<file path="config.mk">
export PLATFORM = sky130hd
export DESIGN_NAME = pattern_tx_flat
export DESIGN_NICKNAME = d
export VERILOG_FILES = /design/src/rtl/pattern_tx_if.sv /design/src/rtl/pattern_tx.sv /design/src/flat_wrapper.sv
export SDC_FILE = /design/constraint.sdc
export NUM_CORES = 1
export LEC_CHECK = 0
export ABC_AREA = 0
export CAP_MARGIN = 20
export CELL_PAD_IN_SITES_DETAIL_PLACEMENT = 1
export CELL_PAD_IN_SITES_GLOBAL_PLACEMENT = 1
export CORE_MARGIN = 2
export CORE_UTILIZATION = 25
export CTS_CLUSTER_DIAMETER = 200
export DETAILED_ROUTE_END_ITERATION = 10
export DONT_BUFFER_PORTS = 1
export MAX_ROUTING_LAYER = met4
export PLACE_DENSITY = 0.52
export SYNTH_ARGS = -nofsm -noshare
export SYNTH_HDL_FRONTEND = slang
export SYNTH_SLANG_ARGS = --single-unit
</file>
<file path="constraint.sdc">
create_clock -name clk -period 2.4 [get_ports clk]
set_input_delay 0.24 -clock clk [delete_from_list [all_inputs] [get_ports clk]]
set_output_delay 0.24 -clock clk [all_outputs]
set_load 0.01 [all_outputs]
</file>
<file path="src/rtl/pattern_tx_if.sv">
// Handshake and serial-stream bundle for pattern_tx.
// The slave modport is the transmitter side and the master modport is the word source/monitor.
interface pattern_tx_if #(
  parameter int unsigned WIDTH = 8
);
  logic [WIDTH-1:0] data_in;
  logic             data_valid;
  logic             data_ready;
  logic             count_clr;
  logic             bit_out;
  logic             bit_valid;
  logic             busy;
  logic             expect_out;
  logic [15:0]      match_count;

  modport slave (
    input  data_in,
    input  data_valid,
    input  count_clr,
    output data_ready,
    output bit_out,
    output bit_valid,
    output busy,
    output expect_out,
    output match_count
  );

  modport master (
    output data_in,
    output data_valid,
    output count_clr,
    input  data_ready,
    input  bit_out,
    input  bit_valid,
    input  busy,
    input  expect_out,
    input  match_count
  );
endinterface

</file>
<file path="src/rtl/pattern_tx.sv">
// Serial pattern transmitter: shifts accepted words out MSB-first with no gaps between words,
// and runs a shadow "101" Moore detector on the sent bits to give expected output and match count.
module pattern_tx #(
  parameter int unsigned WIDTH    = 8,
  parameter logic        IDLE_BIT = 1'b0
) (
  input logic         clk,
  input logic         areset_n,
  pattern_tx_if.slave tx_if
);

  localparam int unsigned     CntW    = (WIDTH > 1) ? $clog2(WIDTH) : 1;
  localparam logic [CntW-1:0] LastCnt = CntW'(WIDTH - 1);

  typedef enum logic {
    StIdle,
    StShift
  } state_e;

  typedef enum logic [1:0] {
    ShA = 2'd0,
    ShB = 2'd1,
    ShC = 2'd2,
    ShD = 2'd3
  } shadow_e;

  state_e           state_q, state_d;
  logic [WIDTH-1:0] shreg_q, shreg_d;
  logic [CntW-1:0]  bcnt_q, bcnt_d;
  shadow_e          shadow_q, shadow_d;
  logic [15:0]      count_q, count_d;

  logic shifting;
  logic last_bit;
  logic ready;
  logic accept;
  logic tx_bit;
  logic enter_d;

  assign shifting = (state_q == StShift);
  assign last_bit = shifting && (bcnt_q == LastCnt);
  // Ready is a pure register decode so the source may wait on it before raising valid.
  assign ready    = !shifting || last_bit;
  assign accept   = tx_if.data_valid && ready;
  assign tx_bit   = shifting ? shreg_q[WIDTH-1] : IDLE_BIT;

  always_comb begin
    state_d = state_q;
    shreg_d = shreg_q;
    bcnt_d  = bcnt_q;
    case (state_q)
      StIdle: begin
        if (accept) begin
          shreg_d = tx_if.data_in;
          bcnt_d  = '0;
          state_d = StShift;
        end
      end
      StShift: begin
        shreg_d = shreg_q << 1;
        bcnt_d  = bcnt_q + CntW'(1);
        if (last_bit) begin
          // A reload on the last bit keeps the stream gapless.
          if (accept) begin
            shreg_d = tx_if.data_in;
            bcnt_d  = '0;
          end else begin
            bcnt_d  = '0;
            state_d = StIdle;
          end
        end
      end
      default: begin
        state_d = StIdle;
        bcnt_d  = '0;
      end
    endcase
  end

  always_ff @(posedge clk or negedge areset_n) begin
    if (!areset_n) begin
      state_q <= StIdle;
      shreg_q <= '0;
      bcnt_q  <= '0;
    end else begin
      state_q <= state_d;
      shreg_q <= shreg_d;
      bcnt_q  <= bcnt_d;
    end
  end

  // Shadow detector only advances on payload bits; idle cycles leave it untouched.
  always_comb begin
    shadow_d = shadow_q;
    if (shifting) begin
      case (shadow_q)
        ShA:     shadow_d = tx_bit ? ShB : ShA;
        ShB:     shadow_d = tx_bit ? ShB : ShC;
        ShC:     shadow_d = tx_bit ? ShD : ShA;
        ShD:     shadow_d = tx_bit ? ShB : ShC;
        default: shadow_d = ShA;
      endcase
    end
  end

  // D has no self-loop, so a payload edge landing in D is always a fresh entry.
  assign enter_d = shifting && (shadow_d == ShD);

  always_comb begin
    count_d = count_q;
    if (tx_if.count_clr) begin
      count_d = '0;
    end else if (enter_d && (count_q != 16'hFFFF)) begin
      count_d = count_q + 16'd1;
    end
  end

  always_ff @(posedge clk or negedge areset_n) begin
    if (!areset_n) begin
      shadow_q <= ShA;
      count_q  <= '0;
    end else begin
      shadow_q <= shadow_d;
      count_q  <= count_d;
    end
  end

  assign tx_if.data_ready  = ready;
  assign tx_if.bit_out     = tx_bit;
  assign tx_if.bit_valid   = shifting;
  assign tx_if.busy        = shifting;
  assign tx_if.expect_out  = (shadow_q == ShD);
  assign tx_if.match_count = count_q;

endmodule

</file>
<file path="src/flat_wrapper.sv">
// flat-port wrapper written by rule: the top's interface ports become plain ports
module pattern_tx_flat 
#(
  parameter int unsigned WIDTH    = 8,
  parameter logic        IDLE_BIT = 1'b0
)
  (clk, areset_n, tx_if_data_in, tx_if_data_valid, tx_if_count_clr, tx_if_data_ready, tx_if_bit_out, tx_if_bit_valid, tx_if_busy, tx_if_expect_out, tx_if_match_count);
  pattern_tx_if #(.WIDTH(WIDTH)) tx_if_i ();
  input logic clk;
  input logic areset_n;
  input wire logic [$bits(tx_if_i.data_in)-1:0] tx_if_data_in;
  input wire logic [$bits(tx_if_i.data_valid)-1:0] tx_if_data_valid;
  input wire logic [$bits(tx_if_i.count_clr)-1:0] tx_if_count_clr;
  output wire logic [$bits(tx_if_i.data_ready)-1:0] tx_if_data_ready;
  output wire logic [$bits(tx_if_i.bit_out)-1:0] tx_if_bit_out;
  output wire logic [$bits(tx_if_i.bit_valid)-1:0] tx_if_bit_valid;
  output wire logic [$bits(tx_if_i.busy)-1:0] tx_if_busy;
  output wire logic [$bits(tx_if_i.expect_out)-1:0] tx_if_expect_out;
  output wire logic [$bits(tx_if_i.match_count)-1:0] tx_if_match_count;
  assign tx_if_i.data_in = tx_if_data_in;
  assign tx_if_i.data_valid = tx_if_data_valid;
  assign tx_if_i.count_clr = tx_if_count_clr;
  assign tx_if_data_ready = tx_if_i.data_ready;
  assign tx_if_bit_out = tx_if_i.bit_out;
  assign tx_if_bit_valid = tx_if_i.bit_valid;
  assign tx_if_busy = tx_if_i.busy;
  assign tx_if_expect_out = tx_if_i.expect_out;
  assign tx_if_match_count = tx_if_i.match_count;
  pattern_tx #(.WIDTH(WIDTH), .IDLE_BIT(IDLE_BIT)) u_core (.clk(clk), .areset_n(areset_n), .tx_if(tx_if_i));
endmodule
</file>
* Word-level counts from Yosys, hierarchy flattened
Index checks and enable logic that the tools add are counted.
Word-level totals: register bits after elaboration 30, bits of input ports 12, output and inout port bits 21, word-level logic and storage cells 42
Cells by class: eq/ne operators 7, bitwise logic cells 1, reductions and logical operators 9, $add $sub $neg 2, mux-type cells 18
Operators by type and width (count):
- 16-bit two-way mux | 2
- 8-bit two-way mux | 3
- 16-bit by 1-bit adder with 16-bit output (second input constant) | 1
- 16-bit inequality test (second input constant) | 1
- 8-bit one-hot mux with 2 select lines | 1
- 2-bit equality test (second input constant) | 3
- 2-bit two-way mux | 3
- 3-bit two-way mux | 2
- 2-bit one-hot mux with 3 select lines | 1
- 3-bit one-hot mux with 2 select lines | 1
- 1-bit logical AND | 4
- 1-bit two-way mux | 4
- 3-bit by 1-bit adder with 3-bit output (second input constant) | 1
- 3-bit equality test (second input constant) | 1
- 2-bit by 1-bit equality test with 1-bit output (second input constant) | 1
- 2-bit zero test | 1
- 2-bit by 1-bit inequality test with 1-bit output (second input constant) | 1
- 1-bit one-hot mux with 2 select lines | 1
- 2-bit nonzero test | 1
- 2-bit OR reduction | 1
- 1-bit zero test | 1
- 1-bit logical OR | 1
- 1-bit inverter | 1

* Logic depth before layout (Yosys ltp)
depth in word-level cells 9, gate-level depth with buffers 7

* Worst setup path after synthesis
Ideal clock, no wire load.
path kind flip-flop to flip-flop, from register u_core.state_q (netlist: u_core.tx_if.bit_valid), to register u_core.count_q[13] (netlist: u_core.tx_if.match_count[13]), cell stages (with the launch flop) 6, clock period less this slack 1.810 ns, arrival 1.731 ns, setup slack 0.590 ns, setup time 0.078 ns, cells stage by stage dfrtp_1 > buf_2 > nand4b_1 > or4b_4 > or4_1 > a21oi_1
Between the ends: cells in the longest elaborated chain, start to end 8, elaborated cells on any way between the ends 10
Ends and longest elaborated chain:
- start, declared | line pattern_tx.sv:27 | state_e state_q, state_d;
- start signal, assigned | line pattern_tx.sv:82 | state_q <= StIdle;
- start signal, assigned | line pattern_tx.sv:86 | state_q <= state_d;
- 1-bit two-way mux | line pattern_tx.sv:45 | assign tx_bit = shifting ? shreg_q[WIDTH-1] : IDLE_BIT;
- 2-bit two-way mux (tied with other cells) | line pattern_tx.sv:98, pattern_tx.sv:100
- 2-bit one-hot mux with 3 select lines | line pattern_tx.sv:96 | case (shadow_q)
- 2-bit two-way mux | line pattern_tx.sv:95 | if (shifting) begin
- 2-bit equality test | line pattern_tx.sv:107 | assign enter_d = shifting && (shadow_d == ShD);
- 1-bit logical AND * | line pattern_tx.sv:107
- 1-bit logical AND * | line pattern_tx.sv:113 | end else if (enter_d && (count_q != 16'hFFFF)) begin
- 2-bit nonzero test (no line) *
- end signal, assigned | line pattern_tx.sv:124 | count_q <= count_d;
- end, declared | line pattern_tx.sv:31 | logic [15:0] count_q, count_d;
Every way passes the cells marked *; elsewhere a longest branch is shown, timed or not. A chain may end at the register's enable or synchronous reset.

* Worst setup path after layout
from register u_core.count_q[7] (netlist: u_core.tx_if.match_count[7]), to register u_core.count_q[13] (netlist: u_core.tx_if.match_count[13])
Between the ends: cells in the longest elaborated chain, start to end 3, elaborated cells on any way between the ends 6
Ends and longest elaborated chain (line):
- 16-bit by 1-bit adder with 16-bit output / 16-bit inequality test (equally long branches) | pattern_tx.sv:114, pattern_tx.sv:113
- 16-bit two-way mux / 1-bit logical AND (equally long branches) | pattern_tx.sv:113
- 16-bit two-way mux / 2-bit nonzero test (equally long branches)
Several ways; a longest one is shown, not always the timed one. The select of a mux whose other input is x is not followed.

==> impl_metrics.tcl <==
set metrics [dict create \
    critPathCaptureType "register" \
    grt_use_met3_pct 3.60 \
    num-fill-cells 732 \
    cts_setup_buffers 0 \
    synth_mux_area_share_pct 5.32 \
    syn-cell-area_sq_um 1650 \
    synth_top_family_by_area "simple AND/OR/NAND/NOR gates" \
    cp-start-kind "register" \
    fin_cells 260 \
    use_met2_pct 22.2 \
    regToRegStartpoint "u_core.tx_if.match_count[7]$_DFFE_PN0P_" \
    grtUsageTotal_pct 13.1 \
    r2r_setup_slack_ns 0.44 \
    critPathRequiredTime_ns 2.61 \
    drv_cap 0 \
    max_freq_mhz 511 \
    fin_nets 197 \
    cts_num_sinks 30 \
    rows 29 \
    min_to "u_core.tx_if.match_count[13]$_DFFE_PN0P_" \
    fin_util_pct 29.5 \
    grtUsageMet1_pct 15.0 \
    criticalPathCategory "register to register" \
    fp.coreArea_sq_um 6350 \
    internal_power_mw 1.12 \
    wire_per_inst_um 16.8 \
    avgSynthCellArea_sq_um 9.21 \
    power_frac_comb_pct 25.2 \
    synth_top_area_share_pct 45.6 \
    min_path_cells 1 \
    cts_buffers 5 \
    path_cells "nand4_1, or4b_4, or4_1, a21oi_1" \
    pre_cts_ws_ns 0.446 \
    finalCriticalPeriod_ns 1.96 \
    yosys.area_share.simple_pct 24.0 \
    syn_inst 179 \
    netlist_top_cells_area "dfrtp_1 (46%), a21oi_1 (4.6%), mux2_2 (4.1%)" \
    rr_worst_depth 4 \
    path_delay_family "simple AND/OR/NAND/NOR gates" \
    die-area_sq_um 7260 \
    tightest_slew_ns 0.744 \
    cts_max_level 2 \
    die_h_um 85.2 \
    slowest_delay_ns 0.60 \
    crit_slowest_cell "or4b_4" \
    place_hpwl_mm 3.12 \
    drt_iter0_drc 63 \
    crit_buf_inv 0 \
    cp_max_fo 8 \
    die_w_um 85.2 \
    p_per_area_nw_per_um2 875 \
    p_sw_share_pct 32.0 \
    viasPerCell 5.31 \
    cts-resized-gates 0 \
    finalSetupViolCount 0 \
    cts_tree "yes" \
    multi_input_area_sq_um 817 \
    power_leakage_nw 0.783 \
    p_seq_share_pct 43.1 \
    synth-async-reset-ratio_pct 100 \
    portBuffers 0 \
    synthXorXnorAreaFrac_pct 0 \
    vias 1381 \
    clkTransAtPathRegs_ns 0.07 \
    rr_endpoint "u_core.tx_if.match_count[13]$_DFFE_PN0P_" \
    grt_max_degree 31 \
    p_sw_uw 524 \
    finClkSkew_ns 0.0103 \
    finalHoldViolCount 0 \
    drv_slew 0 \
    synth_nets 194 \
    tns_ns 0 \
    placed_cells 249 \
    synth_cell_types 36 \
    firstDrtPassIters 4 \
    p_clk_share_pct 31.7 \
    start_util_pct 26.0 \
    synth_top_area_cell "dfrtp_1" \
    antenna_found_initial 0 \
    hp-start "tx_if_count_clr" \
    io_pins 33 \
    insertion_delay_ns 0.29 \
    drive_above_1_share_pct 10.9 \
    ys_seq_area_share_pct 45.6 \
    rsz0062_at_grt "no" \
    area_delta_synth_final_pct 13.7 \
    top_usage_layer "met2" \
    crit_arrival_ns 2.17 \
    ff_latch_area_sq_um 751 \
    yosys_warnings 0 \
    synthAdderAreaFrac_pct 2.28 \
    hp-class "input pin to register" \
    drcViolationCount 0 \
    postRouteAntennaNets 0 \
    final_cell_area_sq_um 1870 \
    max-vdd-ir-drop_mv 0.351 \
    grt_pass1_wl_mm 7.34 \
    worst_slack_ns 0.444 \
    place_area_sq_um 1720 \
    synth_compound_area_share_pct 18.0 \
    cts_buffer_depth 2 \
    grt_pass1_vias 1491 \
    synth_edf_count 0 \
    startpoint "u_core.tx_if.match_count[7]$_DFFE_PN0P_" \
    status "complete, no violations" \
    gp_congestion 0.740 \
    overflow 0 \
    slew-limit-headroom_pct 50.0 \
    wirelength_mm 4.37 \
    synthFlopType "dfrtp_1" \
    ys_ff_latch 30 \
    antennaDiodeCount 0 \
    fin_crit_sh_pct 81.5 \
    clk_root_buffer_cell "clkbuf_8" \
]
[per-stage QoR]
| stage | hold slack, ns | power [mW] |
|---|---|---|
| 4_1_cts | 0.00299 | 1.68 |
| 2_1_floorplan | -0.0556 | 1.03 |
| 3_5_place_dp | -0.0542 | 1.13 |
| 3_3_place_gp | -0.0542 | 1.08 |
| 5_1_grt | 0.00596 | 1.76 |
| 6_report | 0.0149 | 1.64 |
[routing by layer]
| layer | wire, um | vias up |
|---|---|---|
| met3 | 238 | 7 |
| met2 | 2170 | 34 |
| met4 | 71 | 0 |
| met1 | 1890 | 679 |
| met5 | 0 | - |
| li1 | - | 661 |
[cell usage after synthesis (all sizes together) (3+ instances only)]
library cell / n
nor2b: 6
a211oi: 3
nand2b: 6
and3: 3
mux2: 6
ha: 3
clkbuf: 4
a21oi: 15
nand3: 5
nand2: 9
o22ai: 8
or4: 4
nand4: 5
nor2: 16
dfrtp: 30
buf: 5
o31ai: 4
inv: 11
nor3: 3
a31oi: 9
o21ai: 7
[worst reg2reg max path, stage by stage (launching register included)]
cell and delay, ns:
dfrtp_1 0.51, nand4_1 0.21, or4b_4 0.60, or4_1 0.41, a21oi_1 0.15
[final cells by class]
class                           count  area share, %
Clock buffer                        5           3.67
Clock inverter                      3           2.40
Inverter                           11           2.20
Multi-Input combinational cell    129           43.6
Sequential cell                    30           40.1
Tap cell                           77           5.14
Timing Repair Buffer                5           2.94
[kinds of logic (layout without fill, tap and decap cells)]
family | Yosys count | after routing
buffers and inverters | 20 | 24
AND/OR/NAND/NOR | 69 | 69
AO/OA/AOI/OAI | 49 | 49
adder cells (fa/ha/maj) | 3 | 3
flip-flops | 30 | 30
multiplexers | 8 | 8
[power by group through the flow]
stage                     clock network [mW]  logic (mW)  registers, mW
final                                  0.520       0.414          0.706
after global routing                   0.563       0.469          0.726
after CTS                              0.542       0.427          0.708
after detailed placement                   0       0.409          0.718
after global placement                     0       0.375          0.708
after floorplan                            0       0.336          0.692
[how the worst max path moves through the flow]
stage | slack, ns | end | cells past startpoint
floorplan | 0.59 | u_core.tx_if.match_count[13]$_DFFE_PN0P_ | 5
global placement | 0.50 | u_core.tx_if.match_count[13]$_DFFE_PN0P_ | 4
detailed placement | 0.45 | u_core.tx_if.match_count[13]$_DFFE_PN0P_ | 4
CTS | 0.42 | u_core.tx_if.match_count[13]$_DFFE_PN0P_ | 4
global route | 0.24 | u_core.tx_if.match_count[0]$_DFFE_PN0P_ | 4
finish | 0.44 | u_core.tx_if.match_count[13]$_DFFE_PN0P_ | 4
[timing repair]
action | in CTS | in global routing
hold buffers | 3 | 0
hold endpoints to repair | 32 | 0
setup endpoints to repair | 0 | 0
[sequential cells by signal (all words and copies together), names as in the netlist]
register,cells
u_core.tx_if.bit_valid,1
u_core.shreg_q,8
u_core.shadow_q,2
u_core.bcnt_q,3
u_core.tx_if.match_count,16
[cells in the final DEF (no fill, tap or decap), types with 3 or more instances in the layout]
cell type / instances
ha_1: 3
or4_1: 4
nand3_1: 5
mux2_2: 6
o22ai_1: 8
a211oi_1: 3
and3_1: 3
nor3_1: 3
nor2b_1: 6
a21oi_1: 15
nand2b_1: 6
dfrtp_1: 30
nor2_1: 16
inv_1: 11
nand2_1: 9
o31ai_1: 4
o21ai_0: 7
nand4_1: 4
a31oi_1: 9
clkbuf_8: 5
(Power assumes the default switching activity.)
